[src/rtl/pc_window.sv]
// Windowed program counter for the fetch stage: holds the PC inside [BASE, BASE+DEPTH-1]
// with stall, relative branch, absolute jump, halt/resume and wrap-or-fault on escape.
module pc_window #(
    parameter int unsigned      WIDTH = 32,
    parameter logic [WIDTH-1:0] BASE  = WIDTH'(32'h940),
    parameter int unsigned      DEPTH = 1024,
    parameter bit               WRAP  = 1'b1
) (
    input  logic             clk,
    input  logic             reset,
    input  logic             en,
    input  logic             branch_en,
    input  logic [WIDTH-1:0] branch_off,
    input  logic             jump_en,
    input  logic [WIDTH-1:0] jump_addr,
    input  logic             halt,
    input  logic             resume,
    output logic [WIDTH-1:0] Address,
    output logic [WIDTH-1:0] pc_next,
    output logic             running,
    output logic             fault
);

    localparam logic [WIDTH-1:0] MASK = WIDTH'(DEPTH - 1);

    typedef enum logic [1:0] {
        StInit,
        StRun,
        StHalt,
        StFault
    } state_e;

    state_e           state_q, state_d;
    logic [WIDTH-1:0] addr_q, addr_d;
    logic [WIDTH-1:0] target;
    logic [WIDTH-1:0] offset;
    logic             in_window;

    // Candidate target; offset below BASE wraps high, so a clear upper field means in-window.
    always_comb begin
        if (jump_en) begin
            target = jump_addr;
        end else if (branch_en) begin
            target = addr_q + WIDTH'(1) + branch_off;
        end else begin
            target = addr_q + WIDTH'(1);
        end
        offset    = target - BASE;
        in_window = (offset & ~MASK) == '0;
    end

    always_comb begin
        state_d = state_q;
        addr_d  = addr_q;
        unique case (state_q)
            StInit: state_d = StRun;
            StRun: begin
                if (halt) begin
                    state_d = StHalt;
                end else if (en) begin
                    if (in_window) begin
                        addr_d = target;
                    end else if (WRAP) begin
                        addr_d = BASE + (offset & MASK);
                    end else begin
                        state_d = StFault;
                    end
                end
            end
            StHalt: begin
                if (resume && !halt) begin
                    state_d = StRun;
                end
            end
            StFault: begin
                state_d = StFault;
            end
        endcase
    end

    always_ff @(posedge clk or negedge reset) begin
        if (!reset) begin
            state_q <= StInit;
            addr_q  <= BASE;
        end else begin
            state_q <= state_d;
            addr_q  <= addr_d;
        end
    end

    assign Address = addr_q;
    assign pc_next = addr_d;
    assign running = (state_q == StRun);
    assign fault   = (state_q == StFault);

endmodule
[config.mk]
export PLATFORM = sky130hd
export DESIGN_NAME = pc_window
export DESIGN_NICKNAME = d
export VERILOG_FILES = /design/src/rtl/pc_window.sv
export SDC_FILE = /design/constraint.sdc
export NUM_CORES = 1
export LEC_CHECK = 0
export ABC_AREA = 1
export CAP_MARGIN = 25
export CORE_UTILIZATION = 35
export DETAILED_ROUTE_END_ITERATION = 8
export DONT_BUFFER_PORTS = 1
export GPL_ROUTABILITY_DRIVEN = 0
export SLEW_MARGIN = 15
export SYNTH_ARGS = -nofsm -noshare
export SYNTH_HDL_FRONTEND = slang
export SYNTH_SLANG_ARGS = --single-unit
[constraint.sdc]
create_clock -name clk -period 2.8 [get_ports clk]
set_clock_uncertainty 0.15 [all_clocks]
set_input_delay 0.14 -clock clk [delete_from_list [all_inputs] [get_ports clk]]
set_output_delay 0.14 -clock clk [all_outputs]
set_load 0.02 [all_outputs]
* Yosys cells after proc, flatten, opt, wreduce, memory -nomap -nowiden *
Cells that the tools add are included.

storage, ports and cells
  output and inout port bits = 66
  flip-flop bits (word level) = 34
  word-level logic and storage cells = 25

cells by class
  eq/ne operators = 5
  reduce and logical (&&, ||, !) cells = 5
  add/subtract/negate cells = 4
  muxes and demuxes = 9

operators by type and width
  operator                                             count
  two-way mux 32 bit                                   6
  adder 32 x 1 -> 32 bit, second input constant        1
  adder 32 bit                                         1
  zero test 32 bit                                     1
  subtractor 32 x 12 -> 32 bit, second input constant  1
  adder 12 x 10 -> 13 bit, first input constant        1
  one-hot mux 2 bit (4 select lines)                   1
  == test 2 bit, second input constant                 2
  two-way mux 2 bit                                    2
  != test 2 bit, second input constant                 2
  == test 2 x 1 -> 1 bit, second input constant        1
  zero test 2 bit                                      1
  AND reduction 2 bit                                  1
  logical AND 1 bit                                    1
  zero test 1 bit                                      1

* Depth between registers and ports, before layout *
Gate-level depths: netlist of run 1.

  word-level depth = 10
  gate-level depth with buffers = 23
  gate-level depth less buffers = 23

* Least setup slack after synthesis of run 1 *
Ideal clock, no wire load.

  kind = flip-flop to flip-flop
  start point = reg addr_q[0] (netlist: Address[0])
  end point = reg addr_q[5] (netlist: Address[5])
  data required time = 2464 ps
  setup time = 186 ps
  arrival = 2573 ps
  clock period less this slack = 2909 ps
  cell stages (with the launch flop) = 16
  buffers on the path = 0
  slack = -109 ps
  cell sequence = dfrtp_1 -> ha_1 -> nand3_2 -> nor2_4 -> inv_1 -> nand2_1 -> inv_1 -> ha_1 -> nand2_1 -> nand2_1 -> inv_1 -> o21ai_0 -> xnor2_1 -> nor2_1 -> a211oi_1 -> o21ai_0

between the ends
  longest elaborated chain between the ends = 10
  elaborated cells between the ends (all ways) = 11
  those cells by class = add/sub (4); mux (6); reduce/logical (1)

ends and longest elaborated chain
  element                                                             RTL line  text
  from (decl)                                                         34        logic [WIDTH-1:0] addr_q, addr_d;
  from (signal assigned)                                              87        addr_q <= addr_d;
  adder 32 x 1 -> 32 bit *                                            44, 46
  adder 32 bit                                                        44        target = addr_q + WIDTH'(1) + branch_off;
  two-way mux 32 bit *                                                43        end else if (branch_en) begin
  two-way mux 32 bit *                                                41        if (jump_en) begin
  subtractor 32 x 12 -> 32 bit                                        48        offset = target - BASE;
  adder 12 x 10 -> 13 bit / zero test 32 bit (equally long branches)  64, 49
  two-way mux 32 bit *                                                61        if (in_window) begin
  two-way mux 32 bit *                                                60        end else if (en) begin
  two-way mux 32 bit *                                                58        if (halt) begin
  two-way mux 32 bit *                                                55        unique case (state_q)
  named net pc_next[5]                                                19        output logic [WIDTH-1:0] pc_next,

Mark *: on every way through the listed nets, which the timed path passes. The rest lies on a longest branch.
A chain may end at the register's enable or synchronous reset.

* Worst setup path in the final report of run 1 *
  start point = reg addr_q[1] (netlist: Address[1])
  end point = out pc_next[10]

between the ends
  longest elaborated chain between the ends = 10
  elaborated cells between the ends (all ways) = 11
  those cells by class = add/sub (4); mux (6); reduce/logical (1)

ends and longest elaborated chain
  element                                                             RTL line
  adder 32 x 1 -> 32 bit *                                            44, 46
  adder 32 bit                                                        44
  two-way mux 32 bit *                                                43
  two-way mux 32 bit *                                                41
  subtractor 32 x 12 -> 32 bit                                        48
  adder 12 x 10 -> 13 bit / zero test 32 bit (equally long branches)  64, 49
  two-way mux 32 bit *                                                61
  two-way mux 32 bit *                                                60
  two-way mux 32 bit *                                                58
  two-way mux 32 bit *                                                55
  to (decl)                                                           19

Every way passes the cells marked *; elsewhere a longest branch is shown, timed or not.

==> flow_summary.toml, run 1 <==
[floorplanning]
dieArea_um2 = 6562
die_w_um = 81.01
core_area_um2 = 5956
rows = 28
fp.dieH_um = 81.01
start_util_pct = 36.68
ioPinCount = 137

[yosys]
ys.flop_type = "dfrtp_1"
synthXorXnorAreaFrac_pct = 2.405
ys_ff_latch = 34
synthesis.nets = 399
avgSynthCellArea_um2 = 6.913
synth-edff-count = 0
synth_compound_area_share_pct = 7.446
ys_seq_area_share_pct = 39.12
synth_area_um2 = 2185
yosysWarnings = 0
synthArstFlopShare_pct = 100.0
yosys.area_share.simple_pct = 30.81
netlist_instances = 316
synth_cell_types = 28
synthMuxAreaShare_pct = 0
synth_fa_ha_area_share_pct = 7.216
synth_top_family_by_area = "simple AND/OR/NAND/NOR gates"

[grt]
grt_pass1_vias = 2062
grt_max_degree = 35
antenna_found_initial = 0
grtUsageTotal_pct = 19.08
gr-total-overflow = 0
grt_pass1_wl_um = 9418

[placement]
hpwl_um = 4490
placed_area_um2 = 2546
port_buffers = 0
placed_cells = 422

[drt]
drtIter0Drc = 73
ant_nets = 0
via_per_inst = 4.867
dr.pass1.iters = 4
drc = 0
finalWirelength_um = 6437
vias = 2190
wl_per_cell_um = 14.30

[power]
internal_power_mw = 2.193
powerDensity_nw_per_um2 = 1358
p_sw_mw = 2.277
power_frac_comb_pct = 67.9
switching_share_pct = 50.93
sequentialPowerShare_pct = 24.2
power.total_mw = 4.470
vdd_drop_max_mv = 0.6513
clockPowerShare_pct = 7.9
p_leak_nw = 1.654

[clocking]
clock_latency_ns = 0.28
clock-sinks = 34
numCtsBuffers = 5
cts_root_buffer = "clkbuf_8"
clockBufferDepth = 2
htree_num_levels = 2
cts_tree = "yes"
worst_setup_hold_path_clk_slew_ns = 0.07

[critical_path]
regToRegSetupSlack_ns = 0.08
worstPathMaxFanout = 4
start_kind = "flop"
rr_worst_depth = 21
worstReg2RegStart = "Address[1]"
crit_buf_inv = 2
worstReg2RegEnd = "Address[10]"
path_class = "reg2out"
cp_common_cell = "nand2_1"
max_stage_delay_ns = 0.45
critPathCaptureType = "output pin"
path_cells = "ha_4 -> buf_6 -> nand2_1 -> nand2_1 -> nand2_2 -> inv_2 -> ha_4 -> nand2_2 -> nand2_4 -> a21oi_4 -> nand3_2 -> nand2_2 -> nand3_2 -> a21oi_4 -> nand3_1 -> nand2_1 -> nand2_1 -> nand2_1 -> nand2_1 -> nand2_2"
cp_top_family = "simple AND/OR/NAND/NOR gates"
crit_slowest_cell = "dfrtp_2"
arrival_ns = 2.73
worst-endpoint-required_ns = 2.51

[layout]
area_delta_synth_final_pct = 50.63
diodes = 0
design_area_um2 = 3291
nets = 457
layout-drive-gt1-share_pct = 43.20
mostFrequentLayoutCell = "inv_1"
final_cell_mix = "inv_1, nand2_1, buf_4"
fin_cells = 450

[sta]
tightest_slew_ns = 0.5629
period_needed_ns = 3.019
hold-worst-slack_ns = -0.02232
hold_viol = 1
relSlewSlack_pct = 62.48
setup_tns_ns = -0.7282
slew_viol_final = 0
finalSetupViolCount = 5
fmax_mhz = 331.2
grt_setup_unrepaired = "yes"
layout_worst_path_cycle_share_pct = 107.8
setup_slack_ns = -0.2189

[outcome]
failed_checks = "negative hold slack, negative setup slack"
status = "finished, violations left"

[min_path]
hp-class = "in2reg"
holdPathStages = 2
hold_end = "Address[2]"
min-delay-start = "jump_addr[2]"

[run]
cap_viol_max_count = 0
==> power groups by stage <==
stage                     clock network, mW  logic [mW]  registers, mW
after CTS                             0.367        2.62           1.06
after detailed placement                  0        2.17           1.05
after global placement                    0        2.15           1.05
after global routing                  0.391        3.29           1.11
after floorplan                           0        1.39           1.12
final                                 0.354        3.03           1.08
==> logic make-up (layout without fill, tap and decap cells) <==
family                     count (synthesis)  after routing
DFF                                       34             34
and+or+nand+nor                          159            159
AOI/OAI and AO/OA                         30             30
buffers and inverters                     75            134
xor gates and xnor gates                   6              6
adders and majority gates                 12             12
==> registers in the layout (all words and copies together) (netlist names) <==
register,cells
Address,32
state_q,2
==> cell type report <==
cell class / count / area [um^2]
Inverter: 68 / 261.5
Multi-Input combinational cell: 207 / 1485
Clock buffer: 6 / 72.57
Tap cell: 75 / 93.84
Sequential cell: 34 / 858.3
Timing Repair Buffer: 58 / 505.5
Clock inverter: 2 / 13.76
Fill cell: 552 / 2665
==> layer usage <==
layer | vias up | track usage [%] | wire (um)
li1 | 1071 | - | -
met1 | 1035 | 21.93 | 2544
met2 | 76 | 34.12 | 3363
met3 | 8 | 6.404 | 486
met4 | 0 | 4.107 | 42
met5 | - | 0 | 0
==> stage by stage <==
step                      hold slack (ns)  utilization (%)  worst slack (ns)
after CTS                        0.002228            50.48           -0.2197
after detailed placement          -0.3049            42.75           -0.1180
after floorplan                   -0.3056                -           0.02328
final                            -0.02232            55.25           -0.2189
after global routing              0.01329            55.25           -0.3793
after global placement            -0.3047            42.75           -0.1164
==> worst register-to-register path, stage by stage, from the launching register on <==
cell and delay [ns]:
dfrtp_2 0.45, ha_4 0.19, buf_6 0.13, nand2_1 0.09, nand2_1 0.09, nand2_2 0.08, inv_2 0.04, ha_4 0.25
nand2_1 0.09, inv_1 0.05, a21oi_2 0.14, nand2_1 0.07, nand2_1 0.08, nand3_2 0.08, a21oi_2 0.16, nand2_2 0.07
nand3_1 0.06, nand2_1 0.05, nand2_1 0.05, nand2_1 0.04, nand2_1 0.06, nand2_2 0.10
==> worst max path at each step <==
| stage | startpoint | to | slack [ns] | depth (start not counted) |
|---|---|---|---|---|
| after global routing | Address[6] | pc_next[10] | -0.38 | 21 |
| final | Address[1] | pc_next[10] | -0.22 | 20 |
| after CTS | Address[1] | pc_next[10] | -0.22 | 19 |
| after detailed placement | Address[1] | pc_next[10] | -0.12 | 18 |
| after global placement | Address[0] | pc_next[10] | -0.12 | 18 |
| after floorplan | Address[6] | pc_next[10] | 0.02 | 18 |
==> cell usage after synthesis (2+ instances only) <==
cell,number,area [um^2]
a211oi_1,3,22.52
o21ai_0,11,55.05
xnor2_1,4,35.03
ha_1,11,137.6
buf_2,2,10.01
nand2_1,84,315.3
or2_2,4,25.02
nand3_1,18,90.09
a21oi_1,13,65.06
dfrtp_1,31,775.7
clkbuf_1,5,18.77
nor2_1,43,161.4
nand4_1,2,12.51
dfstp_2,3,78.83
xor2_1,2,17.52
nor2_4,2,22.52
inv_1,67,251.5
==> repair_timing <==
item | 4_1_cts | 5_1_grt
setup endpoints to repair | 11 | 12
pin swaps | 18 | 45
hold endpoints to repair | 38 | 1
hold buffers | 8 | 1
gates resized for setup | 46 | 74
setup buffers | 5 | 7
Note: power is estimated with default switching activity, not from simulation.
==> run 2: changes to the inputs <==
- CORE_MARGIN: unset -> 2
==> run 2 against run 1 <==
  * The flow finishes with violations (negative setup slack)
  * Utilization increased by 0.16 points
  * Clock power is 32% higher
  * Sequential share of layout area shrank 0.23 points
  * Critical path depth is the same
  * Non-clock buffer count increased by 4
  * Fmax up 0.16%
  * Combinational power grew 1%
  * Cell area up 0.87%
  * Critical endpoint unchanged
  * Sequential power is essentially flat
  * Routed wire length shrank 2.1%
  * Via count decreased by 2.0%
  * Largest cell class unchanged
==> flow_summary.toml, run 2 (same netlist as run 1, synthesis figures left out) <==
[run]
cap_viol_max_count = 0

[placement]
placed_cells = 423
port_buffers = 0
placed_area_um2 = 2554
hpwl_um = 4543
post-place-ws_ns = -0.1197

[drt]
drc = 0
via_per_inst = 4.727
wl_per_cell_um = 13.89
ant_nets = 0
drtIter0Drc = 57
dr.pass1.iters = 4
vias = 2146
finalWirelength_um = 6304

[grt]
grt_max_degree = 35
antenna_found_initial = 0
grt_pass1_vias = 2135
grtUsageTotal_pct = 17.85
gr-total-overflow = 0
grt_pass1_wl_um = 9936

[sta]
fmax_mhz = 331.8
slew_viol_final = 0
finalSetupViolCount = 5
tightest_slew_ns = 0.5981
layout_worst_path_cycle_share_pct = 107.6
grt_setup_unrepaired = "yes"
relSlewSlack_pct = 60.12
period_needed_ns = 3.014
setup_slack_ns = -0.2141
hold_viol = 0
setup_tns_ns = -0.6559

[min_path]
min-delay-start = "halt"
holdPathStages = 4
hold_end = "Address[10]"
hp-class = "in2reg"

[clocking]
cts_root_buffer = "clkbuf_8"
worst_setup_hold_path_clk_slew_ns = 0.07
numCtsBuffers = 5
htree_num_levels = 2
clockBufferDepth = 2
clock_latency_ns = 0.28
cts_tree = "yes"
clock-sinks = 34

[critical_path]
start_kind = "flop"
path_class = "reg2out"
regToRegSetupSlack_ns = 0.07
arrival_ns = 2.72
critPathCaptureType = "output pin"
worstReg2RegStart = "Address[1]"
worstReg2RegEnd = "Address[10]"
rr_worst_depth = 20
worstPathMaxFanout = 4
worst-endpoint-required_ns = 2.51

[layout]
final_cell_mix = "inv_1, nand2_1, buf_4"
fin_cells = 454
largest_reg_flops = 32
nFillCells = 542
multi_input_area_um2 = 1460
diodes = 0
layout-drive-gt1-share_pct = 41.69
nets = 461
mostFrequentLayoutCell = "inv_1"
seqCellArea_um2 = 858.3
design_area_um2 = 3319
area_delta_synth_final_pct = 51.95

[floorplanning]
dieArea_um2 = 6890
start_util_pct = 36.47
rows = 28
core_area_um2 = 5991
fp.dieH_um = 83.01
die_w_um = 83.01
ioPinCount = 137

[power]
vdd_drop_max_mv = 0.6224
powerDensity_nw_per_um2 = 1389
power.total_mw = 4.612
p_leak_nw = 1.684

[outcome]
failed_checks = "negative setup slack"
status = "finished, violations left"
[run 2: worst max-delay path, stage by stage (launching register included)]
cell	delay [ns]
dfrtp_2	0.43
ha_4	0.17
nand3_4	0.08
nor2_4	0.13
nand2_2	0.09
nand2_2	0.09
inv_2	0.05
ha_4	0.29
nand2_2	0.08
nor2_4	0.11
nand3_2	0.08
nand3b_1	0.11
nand3_2	0.11
a21oi_4	0.17
nand2_2	0.08
nand3_2	0.07
nand2_1	0.05
nand2_1	0.05
nand2_1	0.04
nand2_1	0.06
nand2_2	0.10
[run 2: power by group]
group / switching, mW / internal [mW] / total [mW]
sequential: 0.363 / 0.713 / 1.08
clock: 0.175 / 0.290 / 0.466
combinational: 1.72 / 1.35 / 3.07
[run 2: how the worst max path moves through the flow]
stage | start | to | cells after the start
after floorplan | Address[6] | pc_next[10] | 18
after global placement | Address[0] | pc_next[10] | 18
after detailed placement | Address[0] | pc_next[10] | 18
after CTS | Address[1] | pc_next[10] | 23
after global routing | Address[1] | pc_next[10] | 23
final | Address[1] | pc_next[10] | 20
[run 2: routing by layer]
| layer | global-route usage [%] | up-vias | part of all wire (%) |
|---|---|---|---|
| met5 | 0 | - | 0 |
| met4 | 4.322 | 0 | 1.0 |
| met3 | 6.262 | 7 | 7.3 |
| met2 | 30.28 | 80 | 50 |
| met1 | 21.70 | 984 | 41 |
| li1 | - | 1075 | - |
[run 2: area by class of cell]
type                    count  area share (%)
clock buffers               7           2.601
clock inverters             1          0.9046
inverters                  68           7.727
multi-input cells         207           43.99
flip-flops and latches     34           25.86
well taps                  75           2.827
repair buffers             62           16.09
[run 2: what timing repair did]
item                                    4_1_cts  5_1_grt
pin swaps                                    34       42
endpoints found under the hold margin        38        1
hold buffers                                  8        2
buffers inserted                              7        7
endpoints found under the setup margin       10       13
gates resized for setup                      51       60
[run 2: stage by stage]
| step | utilization (%) | hold WS [ns] |
|---|---|---|
| after CTS | 51.13 | 0.003842 |
| after global placement | 42.63 | -0.3047 |
| after detailed placement | 42.63 | -0.3048 |
| final | 55.41 | 0.01768 |
| after floorplan | - | -0.3056 |
| after global routing | 55.41 | 0.03131 |
==> run 3: changes to the inputs <==
- BUFFER_PORTS_ARGS: unset -> -buffer_cell sky130_fd_sc_hd__buf_2
- CTS_BUF_LIST: unset -> sky130_fd_sc_hd__clkbuf_2
- DONT_BUFFER_PORTS: 1 -> unset
- PLACE_DENSITY: unset -> 0.7
- clock period: 2.8 -> 2.4 ns (I/O delays scaled with it)
==> run 3 against run 2 <==
  * The flow still finishes with violations (negative setup slack)
  * Sequential share of layout area decreased by 3.4 points
  * Clock power fell by 20%
  * Cell count rose by 21%
  * Critical endpoint unchanged
==> flow_summary.toml, run 3 (same netlist as run 1, synthesis figures left out) <==
[clocking]
cts_root_buffer = "clkbuf_2"
clockBufferDepth = 2
cts_tree = "yes"
clock-sinks = 34
numCtsBuffers = 5
worst_setup_hold_path_clk_slew_ns = 0.18
clock_latency_ns = 0.38
htree_num_levels = 2

[grt]
antenna_found_initial = 0
gr-total-overflow = 0
grt_pass1_wl_um = 11040
grt_pass1_vias = 2486
grt_max_degree = 35
grtUsageTotal_pct = 19.18

[drt]
vias = 2525
wl_per_cell_um = 12.93
via_per_inst = 4.583
ant_nets = 0
drc = 0
drtIter0Drc = 103
finalWirelength_um = 7127
dr.pass1.iters = 4

[floorplanning]
ioPinCount = 137
dieArea_um2 = 6890
start_util_pct = 36.47
fp.dieH_um = 83.01
die_w_um = 83.01
core_area_um2 = 5991
rows = 28

[critical_path]
max_stage_delay_ns = 0.46
rr_worst_depth = 21
path_cells = "ha_4 -> nand3_4 -> nor2_4 -> nand2_4 -> nand2_1 -> inv_2 -> ha_4 -> nand2_2 -> nor2_4 -> nand3_2 -> nand4_1 -> nand3_2 -> a21oi_2 -> nand3_1 -> nand2_1 -> nand2_1 -> nand2_1 -> nand2_1 -> nand2_2 -> buf_6"
worstReg2RegEnd = "Address[6]"
path_class = "reg2out"
arrival_ns = 2.96
cp_top_family = "simple AND/OR/NAND/NOR gates"
worst-endpoint-required_ns = 2.13
cp_common_cell = "nand2_1"
worstPathMaxFanout = 4
start_kind = "flop"
regToRegSetupSlack_ns = -0.34
worstReg2RegStart = "Address[3]"
crit_buf_inv = 2
critPathCaptureType = "output pin"
crit_slowest_cell = "dfrtp_2"

[run]
cap_viol_max_count = 0

[sta]
hold_viol = 0
setup_slack_ns = -0.8312
grt_setup_unrepaired = "yes"
tightest_slew_ns = 0.7320
relSlewSlack_pct = 51.20
period_needed_ns = 3.231
slew_viol_final = 0
fmax_mhz = 309.5
layout_worst_path_cycle_share_pct = 134.6
finalSetupViolCount = 17

[layout]
mostFrequentLayoutCell = "buf_2"
area_delta_synth_final_pct = 75.03
layout-drive-gt1-share_pct = 53.36
multi_input_area_um2 = 1481
largest_reg_flops = 32
final_cell_mix = "buf_2, nand2_1, inv_1"
seqCellArea_um2 = 859.6
nets = 558
diodes = 0
nFillCells = 476

[placement]
post-place-ws_ns = -0.4283
hpwl_um = 4970
port_buffers = 92

[min_path]
hold_end = "Address[10]"
holdPathStages = 7
hp-class = "in2reg"
min-delay-start = "en"

[power]
powerDensity_nw_per_um2 = 1527
power.total_mw = 5.838
vdd_drop_max_mv = 0.9524
p_leak_nw = 2.111

[outcome]
failed_checks = "negative setup slack"
status = "finished, violations left"
run 3: changes by cell type in the layout (fill, tap and decap cells not counted), sizes merged:
cell | before | now
clkinv | 1 | 2
dlygate4sd3 | 9 | 11
inv | 67 | 68
buf | 53 | 148
clkbuf | 7 | 5
run 3: cell type report:
class | count | area share [%]
Multi-Input combinational cell | 207 | 38.74
Timing Repair Buffer | 159 | 27.88
Sequential cell | 34 | 22.48
Inverter | 68 | 6.741
Tap cell | 75 | 2.454
Clock inverter | 3 | 1.047
Clock buffer | 5 | 0.6544
run 3: worst max-delay path by stage:
| stage | from | to | slack, ns | cells past startpoint |
|---|---|---|---|---|
| detailed placement | Address[6] | pc_next[10] | -0.43 | 20 |
| global route | Address[1] | pc_next[10] | -1.06 | 24 |
| global placement | Address[6] | pc_next[10] | -0.39 | 18 |
| finish | Address[1] | pc_next[10] | -0.83 | 20 |
| CTS | Address[0] | pc_next[10] | -0.79 | 20 |
| floorplan | Address[0] | pc_next[10] | -0.19 | 20 |
run 3: stage by stage:
stage / instances / instance area, um^2 / hold slack (ns) / utilization [%] / setup TNS (ns)
6_report: 551 / 3824 / 0.02479 / 63.83 / -6.792
5_1_grt: 551 / 3824 / 0.04797 / 63.83 / -9.593
4_1_cts: 534 / 3438 / 0.0004630 / 57.39 / -6.066
3_5_place_dp: 512 / 3152 / 0.07087 / 52.61 / -2.204
3_3_place_gp: 512 / 3152 / 0.06785 / 52.61 / -1.822
2_1_floorplan: 316 / 2354 / -0.3256 / - / -0.6812
run 3: worst min-delay path: cells and delay by family:
kind / cells / cell delay, ns
buffers and inverters: 1 / 0.10
and+or+nand+nor: 6 / 0.32
run 3: routing by layer:
metal  GRT usage, %  vias up  part of all wire (%)
li1               -     1273                     -
met1          23.41     1145                    42
met4          4.173        0                   1.2
met5              0        -                     0
met3          4.274        9                   6.6
met2          34.46       98                    50
run 3: power by group:
part	switching, mW	total, mW	internal, mW
clock network	0.198	0.371	0.173
registers	0.219	1.05	0.829
logic	2.43	4.42	1.99
run 3: timing repair:
item | 4_1_cts | 5_1_grt
pin swaps | 15 | 22
buffers inserted | 3 | 17
endpoints found under the hold margin | 40 | 0
gates resized for setup | 29 | 67
endpoints found under the setup margin | 17 | 20
hold buffers | 11 | 0
